<file path="src/rtl/ram8_access_scheduler.sv">
// Round-robin scheduler sharing one 8-entry register bank between NUM_REQ requesters.
// Each transaction runs IDLE (arbitrate) -> ISSUE (bank access) -> RESP (ack).
module ram8_access_scheduler #(
  parameter int unsigned NUM_REQ = 4,
  parameter int unsigned WIDTH   = 16,
  parameter int unsigned PTR_W   = 2
) (
  input  logic                     clk,
  input  logic                     reset,
  input  logic [NUM_REQ-1:0]       req,
  input  logic [NUM_REQ-1:0]       req_we,
  input  logic [3*NUM_REQ-1:0]     req_addr,
  input  logic [WIDTH*NUM_REQ-1:0] req_wdata,
  output logic [NUM_REQ-1:0]       ack,
  output logic [WIDTH-1:0]         rsp_rdata,
  output logic                     busy,
  output logic [2:0]               ram_addr,
  output logic                     ram_load,
  output logic [WIDTH-1:0]         ram_in,
  input  logic [WIDTH-1:0]         ram_out
);

  typedef enum logic [1:0] {
    S_IDLE  = 2'd0,
    S_ISSUE = 2'd1,
    S_RESP  = 2'd2
  } state_e;

  state_e               state_q, state_d;
  logic [PTR_W-1:0]     rr_ptr_q, rr_ptr_d;
  logic [PTR_W-1:0]     win_q, win_d;
  logic                 we_q, we_d;
  logic [NUM_REQ-1:0]   ack_q, ack_d;
  logic [WIDTH-1:0]     rsp_q, rsp_d;
  logic                 busy_q, busy_d;
  logic [2:0]           ram_addr_q, ram_addr_d;
  logic                 ram_load_q, ram_load_d;
  logic [WIDTH-1:0]     ram_in_q, ram_in_d;

  logic [2*NUM_REQ-1:0] rot_c;
  logic                 found_c;
  logic [PTR_W-1:0]     pick_c;
  logic [31:0]          pick_sum_c;
  logic                 sel_we_c;
  logic [2:0]           sel_addr_c;
  logic [WIDTH-1:0]     sel_wdata_c;

  // Rotate requests so the scan starts at rr_ptr; first set bit wins
  always_comb begin
    rot_c      = {req, req} >> rr_ptr_q;
    found_c    = 1'b0;
    pick_c     = '0;
    pick_sum_c = '0;
    for (int unsigned k = 0; k < NUM_REQ; k++) begin
      if (!found_c && rot_c[k]) begin
        found_c    = 1'b1;
        pick_sum_c = 32'(rr_ptr_q) + 32'(k);
        if (pick_sum_c >= 32'(NUM_REQ)) pick_sum_c = pick_sum_c - 32'(NUM_REQ);
        pick_c     = PTR_W'(pick_sum_c);
      end
    end
  end

  // Operand mux for the selected requester
  always_comb begin
    sel_we_c    = 1'b0;
    sel_addr_c  = '0;
    sel_wdata_c = '0;
    for (int unsigned j = 0; j < NUM_REQ; j++) begin
      if (PTR_W'(j) == pick_c) begin
        sel_we_c    = req_we[j];
        sel_addr_c  = req_addr[3*j +: 3];
        sel_wdata_c = req_wdata[WIDTH*j +: WIDTH];
      end
    end
  end

  // State register
  always_ff @(posedge clk) begin
    if (reset) state_q <= S_IDLE;
    else       state_q <= state_d;
  end

  // Next-state logic
  always_comb begin
    state_d = state_q;
    case (state_q)
      S_IDLE:  if (found_c) state_d = S_ISSUE;
      S_ISSUE: state_d = S_RESP;
      S_RESP:  state_d = S_IDLE;
      default: state_d = S_IDLE;
    endcase
  end

  // Output / datapath next values; bank address and data hold between transactions
  always_comb begin
    rr_ptr_d   = rr_ptr_q;
    win_d      = win_q;
    we_d       = we_q;
    ack_d      = ack_q;
    rsp_d      = rsp_q;
    busy_d     = busy_q;
    ram_addr_d = ram_addr_q;
    ram_load_d = ram_load_q;
    ram_in_d   = ram_in_q;
    case (state_q)
      S_IDLE: begin
        if (found_c) begin
          win_d      = pick_c;
          we_d       = sel_we_c;
          ram_addr_d = sel_addr_c;
          ram_in_d   = sel_wdata_c;
          ram_load_d = sel_we_c;
          busy_d     = 1'b1;
        end
      end
      S_ISSUE: begin
        if (!we_q) rsp_d = ram_out;
        ram_load_d = 1'b0;
        ack_d      = NUM_REQ'(1) << win_q;
      end
      S_RESP: begin
        ack_d    = '0;
        busy_d   = 1'b0;
        rr_ptr_d = (win_q == PTR_W'(NUM_REQ - 1)) ? '0 : win_q + PTR_W'(1);
      end
      default: ;
    endcase
  end

  // Datapath and output registers
  always_ff @(posedge clk) begin
    if (reset) begin
      rr_ptr_q   <= '0;
      win_q      <= '0;
      we_q       <= 1'b0;
      ack_q      <= '0;
      rsp_q      <= '0;
      busy_q     <= 1'b0;
      ram_addr_q <= '0;
      ram_load_q <= 1'b0;
      ram_in_q   <= '0;
    end else begin
      rr_ptr_q   <= rr_ptr_d;
      win_q      <= win_d;
      we_q       <= we_d;
      ack_q      <= ack_d;
      rsp_q      <= rsp_d;
      busy_q     <= busy_d;
      ram_addr_q <= ram_addr_d;
      ram_load_q <= ram_load_d;
      ram_in_q   <= ram_in_d;
    end
  end

  assign ack       = ack_q;
  assign rsp_rdata = rsp_q;
  assign busy      = busy_q;
  assign ram_addr  = ram_addr_q;
  assign ram_load  = ram_load_q;
  assign ram_in    = ram_in_q;

endmodule

</file>
<file path="config.mk">
export PLATFORM = sky130hd
export DESIGN_NAME = ram8_access_scheduler
export DESIGN_NICKNAME = d
export VERILOG_FILES = /design/src/rtl/ram8_access_scheduler.sv
export SDC_FILE = /design/constraint.sdc
export NUM_CORES = 1
export LEC_CHECK = 0
export CORE_MARGIN = 2
export CORE_UTILIZATION = 34
export DETAILED_ROUTE_END_ITERATION = 8
export GPL_ROUTABILITY_DRIVEN = 0
export GPL_TIMING_DRIVEN = 0
export PLACE_DENSITY = 0.77
export SYNTH_ARGS = -nofsm -noshare
export SYNTH_HDL_FRONTEND = slang
export SYNTH_SLANG_ARGS = --single-unit
</file>
<file path="constraint.sdc">
create_clock -name clk -period 1.65 [get_ports clk]
set_input_delay 0.2475 -clock clk [delete_from_list [all_inputs] [get_ports clk]]
set_output_delay 0.2475 -clock clk [all_outputs]
set_load 0.01 [all_outputs]
</file>
==> metrics.md <==
| Metric | Value |
|---|---|
| Status | complete, no violations |
| Fmax | 608 MHz |
| Num CTS Buffers | 5 |
| Final hold slack | 457 ps |
| Slowest cell on crit path | dfxtp_4 |
| Worst Hold Class | reg2reg |
| Post-layout min period | 1650 ps |
| Most frequent cells in the layout | clkdlybuf4s50_1, nand2_1, dfxtp_1 |
| Number of max-cap violations | 0 |
| Io pins | around 140 |
| Total number of vias | 2500 |
| Wirelength per Cell | 14.3 µm |
| Antenna violations before repair | 0 |
| Final Cycle Share | 0.998 |
| Crit path max-delay family | flip-flops |
| Leak Pwr | 1.72 nW |
| All-Layer GR Usage | 0.181 |
| Total chip power | about 3.3 mW |
| Max-slew headroom | 0.689 |
| Yosys warning total | 0 |
| EDFF count, synth | 0 |
| Layout Cells excl Fill | 519 |
| Cell Chain, Critical Path | or3b_4 -> o221ai_4 -> buf_12 -> mux2i_4 -> o22a_1 -> o21ai_2 |
| Largest net degree at the start of global routing | 17 |
| Starting Density | 0.354 |
| Placeable Area | 0.00683 mm² |
| Worst Path Buf+Inv | 1 |
| Share of cells above drive strength 1 | 0.0993 |
| Syn Area/Cell | 9.07 µm² |
| IR drop worst, VDD | 0.505 mV |
| Setup crit start kind | register |
| Clk sink count | 48 |
| Setup violations, final | 0 |
| Vias in the first global route | 2435 |
| I/O Buffers | 142 |
| Clk slew on worst S/H paths | 90 ps |
| Syn nets | 377 |
| Slew Limit Fails | 0 |
| Crit path capture type | register |
| Antenna viol nets, final | 0 |
| Net total in the final layout | 532 |
| First-pass GRT wire length | 11200 µm |
| Seq/Total Area, Yosys | 0.397 |
| Overflow after GRT | 0 |
| P per Cell Area | 790 mW/mm² |
| Num rows | 30 |
| Leading cell type in the layout, fill and taps excluded | clkdlybuf4s50_1 |
| # placed instances | 505 |
| Worst stage delay on the critical path | roughly 380 ps |
| Area grow syn2layout | 73.7% |
| Root Buffer | clkbuf_8 |
| Post-Synthesis Cells | 267 |
| Critical path class | reg2reg |
| H-tree levels | 2 |
| Fillcell total | 623 |
| Mapped Area | 0.00242 mm² |
| Hpwl dp | just under 6000 µm |
| Die Span X | 88.4 µm |
| # diodes | 0 |
| Count of unresolved DRC violations after routing | 0 |
| Worst-skew pair later-pin latency | 300 ps |
| Post-Route WL | 7440 µm |
| CTS tree | built |
| DP Area | 0.00396 mm² |
| Crit path required time | 1840 ps |
| Post-synth top flop | dfxtp_1 |
| Clock skew | 4.47 ps |
| First drt pass iteration count | 4 |
| Crit path max fanout | 7 |
| Yosys cell types | 28 |
| Detailed Route Iter0 Violations | 76 |
| Vias per cell | 4.82 |
| Final hold viol count | 0 |
| DIE AREA | 0.00781 mm² |
| RSZ-0062 raised after global routing | yes |
| Max clock buf depth | 2 |
| WP data arrival | 1840 ps |
| Fin util | 0.616 |
| Die height | 88.4 µm |
| Design area | between 0.004 and 0.005 mm² |
| Async SR Flop Fraction | 0 |
| Slew @ Worst Pin | roughly 470 ps |
| #FFs+latches synth | 48 |
## logic make-up after synthesis
family | after synthesis | share of synthesized area
AOI/OAI and AO/OA | 54 | 0.163
adders and majority gates | 8 | 0.0413
and+or+nand+nor | 91 | 0.167
muxes | 43 | 0.178
DFF | 48 | 0.397
buffers and inverters | 23 | 0.0537
## worst paths after layout
check | startpoint | endpoint | slack [ps] | cells past startpoint
max reg2reg | rr_ptr_q[1]$_SDFFE_PP0P_ | ram_load$_SDFFE_PP0P_ | 4 | 6
min reg2reg | rsp_rdata[15]$_SDFFE_PP0P_ | rsp_rdata[15]$_SDFFE_PP0P_ | 460 | 2
max | rr_ptr_q[1]$_SDFFE_PP0P_ | ram_load$_SDFFE_PP0P_ | 4 | 6
min | rsp_rdata[15]$_SDFFE_PP0P_ | rsp_rdata[15]$_SDFFE_PP0P_ | 460 | 2
## sequential cells by signal, summed over array words and instances (netlist names)
name	flops
ack	4
busy	1
ram_addr	3
ram_in	16
ram_load	1
rr_ptr_q	2
rsp_rdata	16
state_q	2
we_q	1
win_q	2
## metrics by stage
step | setup WS (ps) | setup TNS [ps]
3_5_place_dp | -651 | -16450
3_3_place_gp | -656 | -16020
2_1_floorplan | 73.8 | 0
4_1_cts | -4.60 | -4.60
5_1_grt | -74.7 | -771
6_report | 3.99 | 0
## tightest hold or removal path, stage by stage (launching register included)
cell     delay (ps)
dfxtp_1         320
nand2_1          50
a21oi_1          50
## layout make-up
class | count | area (µm²) | area share
clock inverter | 3 | 47.5 | 0.0113
inverter | 6 | 22.5 | 0.00535
clock buffer | 5 | 68.8 | 0.0164
timing repair buffer | 150 | 1500 | 0.355
sequential | 48 | 966 | 0.230
buffer | 15 | 114 | 0.0271
tap | 96 | 120 | 0.0286
multi-input combinational | 196 | 1370 | 0.326
## metal layers
metal  vias up  track usage  wire (µm)  share of wire
li1       1249            -          -              -
met3         7       0.0560        660          0.089
met4         0       0.0262         37         0.0050
met5         -            0          0              0
met2        88        0.340       3800           0.51
met1      1156        0.206       2940           0.39
## synthesized netlist by cell type (4+ instances only)
library cell	count	share of area
nand2_1	60	0.093
dfxtp_1	48	0.40
mux2i_1	43	0.18
a21oi_1	25	0.052
o221ai_1	20	0.072
nor2_1	12	0.019
nor2b_1	9	0.023
clkbuf_1	8	0.012
ha_1	8	0.041
inv_1	6	0.0093
buf_2	4	0.0083
## repair_timing
action,4_1_cts,5_1_grt
hold buffers,0,0
resized for setup,18,15
endpoints found under the setup margin,32,31
pin swaps,3,4
cloned,0,0
buffers inserted,8,0
## power breakdown
part	internal [mW]	total, mW	switching (mW)
clock network	0.457	0.883	0.425
registers	1.28	1.35	0.0723
logic	0.646	1.09	0.441
No activity file was read; power rests on OpenSTA's default activity.
